### src/rtl/a2d_spi_resp.sv
// a2d_spi_resp: SPI slave model of an ADC128S-style A2D converter.
// Decodes a 16-bit command frame (channel in bits [13:11]) and, in the
// following frame, shifts back the 12-bit value of the commanded channel.
module a2d_spi_resp #(
    parameter int          SYNC_STAGES = 2,
    parameter logic [11:0] UNUSED_VAL  = 12'h000
) (
    input  logic        clk,
    input  logic        rst,
    input  logic        SS_n,
    input  logic        SCLK,
    input  logic        MOSI,
    output logic        MISO,
    input  logic [11:0] lft_ld_val,
    input  logic [11:0] rght_ld_val,
    input  logic [11:0] batt_val,
    output logic        cmd_vld,
    output logic [2:0]  last_chnl,
    output logic        frm_err
);

    typedef enum logic [1:0] {
        WAIT_HI,
        IDLE,
        SHIFT
    } state_t;

    state_t state, nxt_state;

    logic [SYNC_STAGES-1:0] ss_sync, sclk_sync, mosi_sync;
    logic                   ss_hist, sclk_hist;
    logic [SYNC_STAGES:0]   warm;

    logic ss_s, sclk_s, mosi_s;
    logic ss_fall, ss_rise, sclk_rise, sclk_fall;

    logic [4:0]  bit_cnt;
    logic [15:0] tx_shift, rx_shift;
    logic [11:0] resp;

    logic load, do_rx, do_tx, vld_set, err_set;

    // Synchronizers plus one history flop per signal for edge detection
    always_ff @(posedge clk) begin
        if (rst) begin
            ss_sync   <= '1;
            sclk_sync <= '1;
            mosi_sync <= '0;
            ss_hist   <= 1'b1;
            sclk_hist <= 1'b1;
            warm      <= '0;
        end else begin
            ss_sync   <= {ss_sync[SYNC_STAGES-2:0], SS_n};
            sclk_sync <= {sclk_sync[SYNC_STAGES-2:0], SCLK};
            mosi_sync <= {mosi_sync[SYNC_STAGES-2:0], MOSI};
            ss_hist   <= ss_sync[SYNC_STAGES-1];
            sclk_hist <= sclk_sync[SYNC_STAGES-1];
            warm      <= {warm[SYNC_STAGES-1:0], 1'b1};
        end
    end

    assign ss_s      = ss_sync[SYNC_STAGES-1];
    assign sclk_s    = sclk_sync[SYNC_STAGES-1];
    assign mosi_s    = mosi_sync[SYNC_STAGES-1];
    assign ss_fall   = ss_hist & ~ss_s;
    assign ss_rise   = ~ss_hist & ss_s;
    assign sclk_rise = ~sclk_hist & sclk_s;
    assign sclk_fall = sclk_hist & ~sclk_s;

    // State register
    always_ff @(posedge clk) begin
        if (rst) state <= WAIT_HI;
        else     state <= nxt_state;
    end

    // Next-state logic; WAIT_HI also waits for the synchronizer reset
    // values to drain so a frame cut by reset cannot be re-entered.
    always_comb begin
        nxt_state = state;
        unique case (state)
            WAIT_HI: if (warm[SYNC_STAGES] && ss_s) nxt_state = IDLE;
            IDLE:    if (ss_fall) nxt_state = SHIFT;
            SHIFT:   if (ss_rise) nxt_state = IDLE;
            default: nxt_state = WAIT_HI;
        endcase
    end

    // Datapath controls; an SS_n edge masks any SCLK edge in the same clk
    always_comb begin
        load    = 1'b0;
        do_rx   = 1'b0;
        do_tx   = 1'b0;
        vld_set = 1'b0;
        err_set = 1'b0;
        unique case (state)
            IDLE: load = ss_fall;
            SHIFT: begin
                if (ss_rise) begin
                    vld_set = (bit_cnt == 5'd16);
                    err_set = (bit_cnt != 5'd16);
                end else begin
                    do_rx = sclk_rise;
                    do_tx = sclk_fall && (bit_cnt != 5'd0) && (bit_cnt <= 5'd15);
                end
            end
            default: ;
        endcase
    end

    // Response mux, consumed only on the load cycle
    always_comb begin
        case (last_chnl)
            3'd0:    resp = lft_ld_val;
            3'd4:    resp = rght_ld_val;
            3'd5:    resp = batt_val;
            default: resp = UNUSED_VAL;
        endcase
    end

    // Shift registers, bit counter, channel latch and result pulses
    always_ff @(posedge clk) begin
        if (rst) begin
            bit_cnt   <= '0;
            tx_shift  <= '0;
            rx_shift  <= '0;
            last_chnl <= 3'd0;
            cmd_vld   <= 1'b0;
            frm_err   <= 1'b0;
        end else begin
            cmd_vld <= vld_set;
            frm_err <= err_set;
            if (load) begin
                bit_cnt  <= '0;
                tx_shift <= {4'h0, resp};
            end
            if (do_rx) begin
                rx_shift <= {rx_shift[14:0], mosi_s};
                if (bit_cnt != 5'd31) bit_cnt <= bit_cnt + 5'd1;
            end
            if (do_tx) tx_shift <= {tx_shift[14:0], 1'b0};
            if (vld_set) last_chnl <= rx_shift[13:11];
        end
    end

    // MISO is a gate of two flops only
    always_comb begin
        MISO = (state == SHIFT) & tx_shift[15];
    end

endmodule

### config.mk
export PLATFORM = sky130hd
export DESIGN_NAME = a2d_spi_resp
export DESIGN_NICKNAME = d
export VERILOG_FILES = /design/src/rtl/a2d_spi_resp.sv
export SDC_FILE = /design/constraint.sdc
export NUM_CORES = 1
export LEC_CHECK = 0
export ABC_AREA = 0
export CAP_MARGIN = 20
export CORE_ASPECT_RATIO = 1.5
export CORE_MARGIN = 2
export CORE_UTILIZATION = 50
export DETAILED_ROUTE_END_ITERATION = 8
export GPL_ROUTABILITY_DRIVEN = 0
export GPL_TIMING_DRIVEN = 0
export MAX_ROUTING_LAYER = met4
export PLACE_DENSITY_LB_ADDON = 0.05
export SLEW_MARGIN = 20
export SYNTH_ARGS = -nofsm -noshare
export SYNTH_HDL_FRONTEND = slang
export SYNTH_SLANG_ARGS = --single-unit
export TNS_END_PERCENT = 10
### constraint.sdc
create_clock -name clk -period 2.4 [get_ports clk]
set_clock_uncertainty 0.1 [all_clocks]
set_input_delay 0.48 -clock clk [delete_from_list [all_inputs] [get_ports clk]]
set_output_delay 0.48 -clock clk [all_outputs]
set_load 0.01 [all_outputs]
==> results.md <==
- Status: finished clean
- Post-DP HPWL: 3.938 mm
- Vias in the first global route: 2,031
- GR met2 Demand/Resource: 0.3794
- Fin. Hold Viols: 0
- Tightest Pin Transition: 0.5046 ns
- Die Height: 88.63 um
- Syn nets: 303
- Initial antenna violation count: 0
- Tmin final: 2.240 ns
- DIE AREA: 0.005355 mm^2
- Crit path capture type: output pin
- Post-CTS Setup Inserts: 0
- Die width: 60.42 um
- Max Clock Freq: 0.4465 GHz
- Syn-to-layout area delta: 27.15%
- First-pass DRT Iterations: 4
- DR vias/cell: 5.456
- Initial Util: 0.5213
- Largest net degree at the start of global routing: 17
- Worst setup margin: 0.1603 ns
- M1 GR Usage: 0.2630
- Global Route Usage Sum: 0.2296
- Max Slew Vio Count: 0
- Overflow after GRT: 0
- DRT iter0 DRCs: 91
- Nets@finish: 356
- Syn avg cell area: 9.253 um^2
- Slew headroom: 0.6636
- DR vias: 2,046
- CP max FO: 9
- Diodes inserted: 0
- CTS H-tree lvls: 2
- Placed insts: 368
- Yosys reg bits: 53
- Setup TNS: 0 ns
- YS warnings: 0
- Final setup violating endpoints: 0
- Top-Level Pins: 47
- Global-route wire length before repair: 9.073 mm
- Core Box Area: 0.004579 mm^2
- Arrival time worst endpoint: 1.66 ns
- Cts-stage hold buffer count: 0
- Port buffer count: 46
- CTS buffer count: 5
- Clock slew at reported path FFs: 0.09 ns
- Dpl ws: 0.2324 ns
- Critical Path RT: 1.82 ns
- Final Instance Count excl. Fillers: 375
- Hold crit path type: reg -> reg
- Remaining antenna violation count: 0
- Clock sinks: 53
- Grt met3 use: 0.04094
- Sequential element share of the synthesized area: 0.4444
- Max Cap Violations: 0
- Cell Area, Synth: 0.002387 mm^2
- RSZ-0062 raised after global routing: no
- DRC Markers: 0
- CP Launch Type: flip-flop
- Post-CTS sizing: 0
- GRT busiest layer: met2
- Cell count after synthesis: 258
- Lkg Pwr: 1.185 nW
- Worst-Skew Late Latency: 0.30 ns
- CTS tree: done
- Setup CP Type: reg -> out
- Post-synth cell types: 35
- Layout cells sized above 1: 0.08682
- CTS Root Cell: clkbuf_8
- Worst-case clock buffer depth: 2
- Pwr dens: 528.7 mW/mm^2
- Max VDD drop: 0.3873 mV
- Routed len/inst: 14.21 um
- Wirelength, routed: 5.327 mm
- Rows: 30
- Period Utilization, post-route: 0.9332
layout by cell type, fill, tap and decap left out, types with 3 or more instances in the layout:
| cell type | netlist | routed |
|---|---|---|
| nor2_1 | 22 | 22 |
| buf_4 | 3 | 3 |
| nand2b_1 | 5 | 5 |
| mux2i_1 | 30 | 30 |
| dfxtp_1 | 53 | 53 |
| o31ai_1 | 11 | 11 |
| or2_2 | 7 | 7 |
| and4_4 | 3 | 3 |
| nor3_1 | 3 | 3 |
| clkbuf_1 | 13 | 13 |
| nand2_1 | 7 | 7 |
| a22oi_1 | 13 | 13 |
| ha_1 | 4 | 4 |
| nand3_1 | 22 | 22 |
| clkdlybuf4s50_1 | 0 | 46 |
| clkbuf_8 | 0 | 5 |
| o21ai_0 | 13 | 13 |
| inv_1 | 3 | 3 |
| a21oi_1 | 15 | 15 |
| nor2b_1 | 9 | 9 |
| buf_2 | 4 | 4 |
| a41o_1 | 3 | 3 |
report_power, final:
group	leakage [nW]	switching (mW)	total (mW)	internal, mW
sequential	0.429	0.00460	0.894	0.889
clock	0.0546	0.286	0.595	0.309
combinational	0.701	0.0400	0.116	0.0763
Yosys cell counts (all sizes together):
cell     count  area (um^2)
a21oi       15        75.07
a41oi        1        8.760
nand4        1        6.260
nor2        22        82.58
and2b        1        7.510
and2         1        6.260
clkbuf      13        48.80
o21ai       13        65.06
a31oi        1        6.260
o31ai       11        82.58
and3         1        7.510
o21a         1        7.510
nand2        7        26.28
nand2b       5        31.28
dfxtp       53         1061
mux2i       30        300.3
nand4b       1        8.760
buf          7        42.54
inv          3        11.26
a211oi       1        7.510
and4bb       1        12.51
nand3       22        110.1
clkinv       1        3.750
nand4bb      1        11.26
and4         3        33.78
a22oi       13        97.59
ha           4        50.05
and4b        1        10.01
or2          7        43.79
or3          1        6.260
a41o         3        30.03
or4b         1        13.76
nor3         3        15.01
nor2b        9        56.30
routing by layer:
layer | vias to the layer above | routed length [um] | part of all wire
met5 | - | 0 | 0
met4 | 0 | 180 | 0.034
met3 | 16 | 209 | 0.039
met2 | 57 | 2630 | 0.49
met1 | 937 | 2307 | 0.43
li1 | 1036 | - | -
through the flow:
stage / instance area [um^2] / utilization / hold slack, ns / total power, mW
4_1_cts: 3035 / 0.6628 / 0.3233 / 1.620
3_5_place_dp: 2928 / 0.6393 / 0.2961 / 1.030
2_1_floorplan: 2387 / - / 0.2895 / 0.9526
3_3_place_gp: 2928 / 0.6393 / 0.2949 / 1.029
6_report: 3035 / 0.6628 / 0.3188 / 1.605
5_1_grt: 3035 / 0.6628 / 0.3411 / 1.665
path summary, 6_finish.rpt:
check	endpoint	depth (start not counted)	startpoint	slack, ns
max	MISO	4	state[1]$_SDFFE_PP0P_	0.16
max reg2reg	bit_cnt[3]$_SDFF_PP0_	6	bit_cnt[0]$_SDFF_PP0_	0.29
min reg2reg	sclk_sync[1]$_SDFF_PP1_	1	sclk_sync[0]$_SDFF_PP1_	0.32
min	sclk_sync[1]$_SDFF_PP1_	1	sclk_sync[0]$_SDFF_PP1_	0.32
flip-flops by register name, summed over array words and instances (netlist names), 2 cells and up:
register	count
state	2
ss_sync	2
warm	3
last_chnl	3
sclk_sync	2
bit_cnt	5
mosi_sync	2
rx_shift	14
tx_shift	16
kinds of logic (layout without fill, tap and decap cells):
logic type,count (synthesis),in the layout,synth area share
adder cells (fa/ha/maj),4,4,0.02097
buffers and inverters,24,77,0.04455
multiplexers,30,30,0.1258
flip-flops,53,53,0.4444
AO/OA/AOI/OAI,59,59,0.1593
AND/OR/NAND/NOR,88,88,0.2049
worst max-delay path, stage by stage (launching register included):
cell	delay (ns)
dfxtp_1	0.36
nor2b_1	0.14
buf_2	0.20
and2_1	0.14
clkdlybuf4s50_1	0.52
layout make-up:
| class | instances | area, um^2 |
|---|---|---|
| Inverter | 4 | 15.01 |
| Clock inverter | 2 | 38.79 |
| Multi-Input combinational cell | 181 | 1220 |
| Fill cell | 411 | 1544 |
| Tap cell | 64 | 80.08 |
| Buffer | 20 | 91.34 |
| Timing Repair Buffer | 46 | 460.4 |
| Clock buffer | 5 | 68.82 |
| Sequential cell | 53 | 1061 |
(Power assumes the default switching activity.)
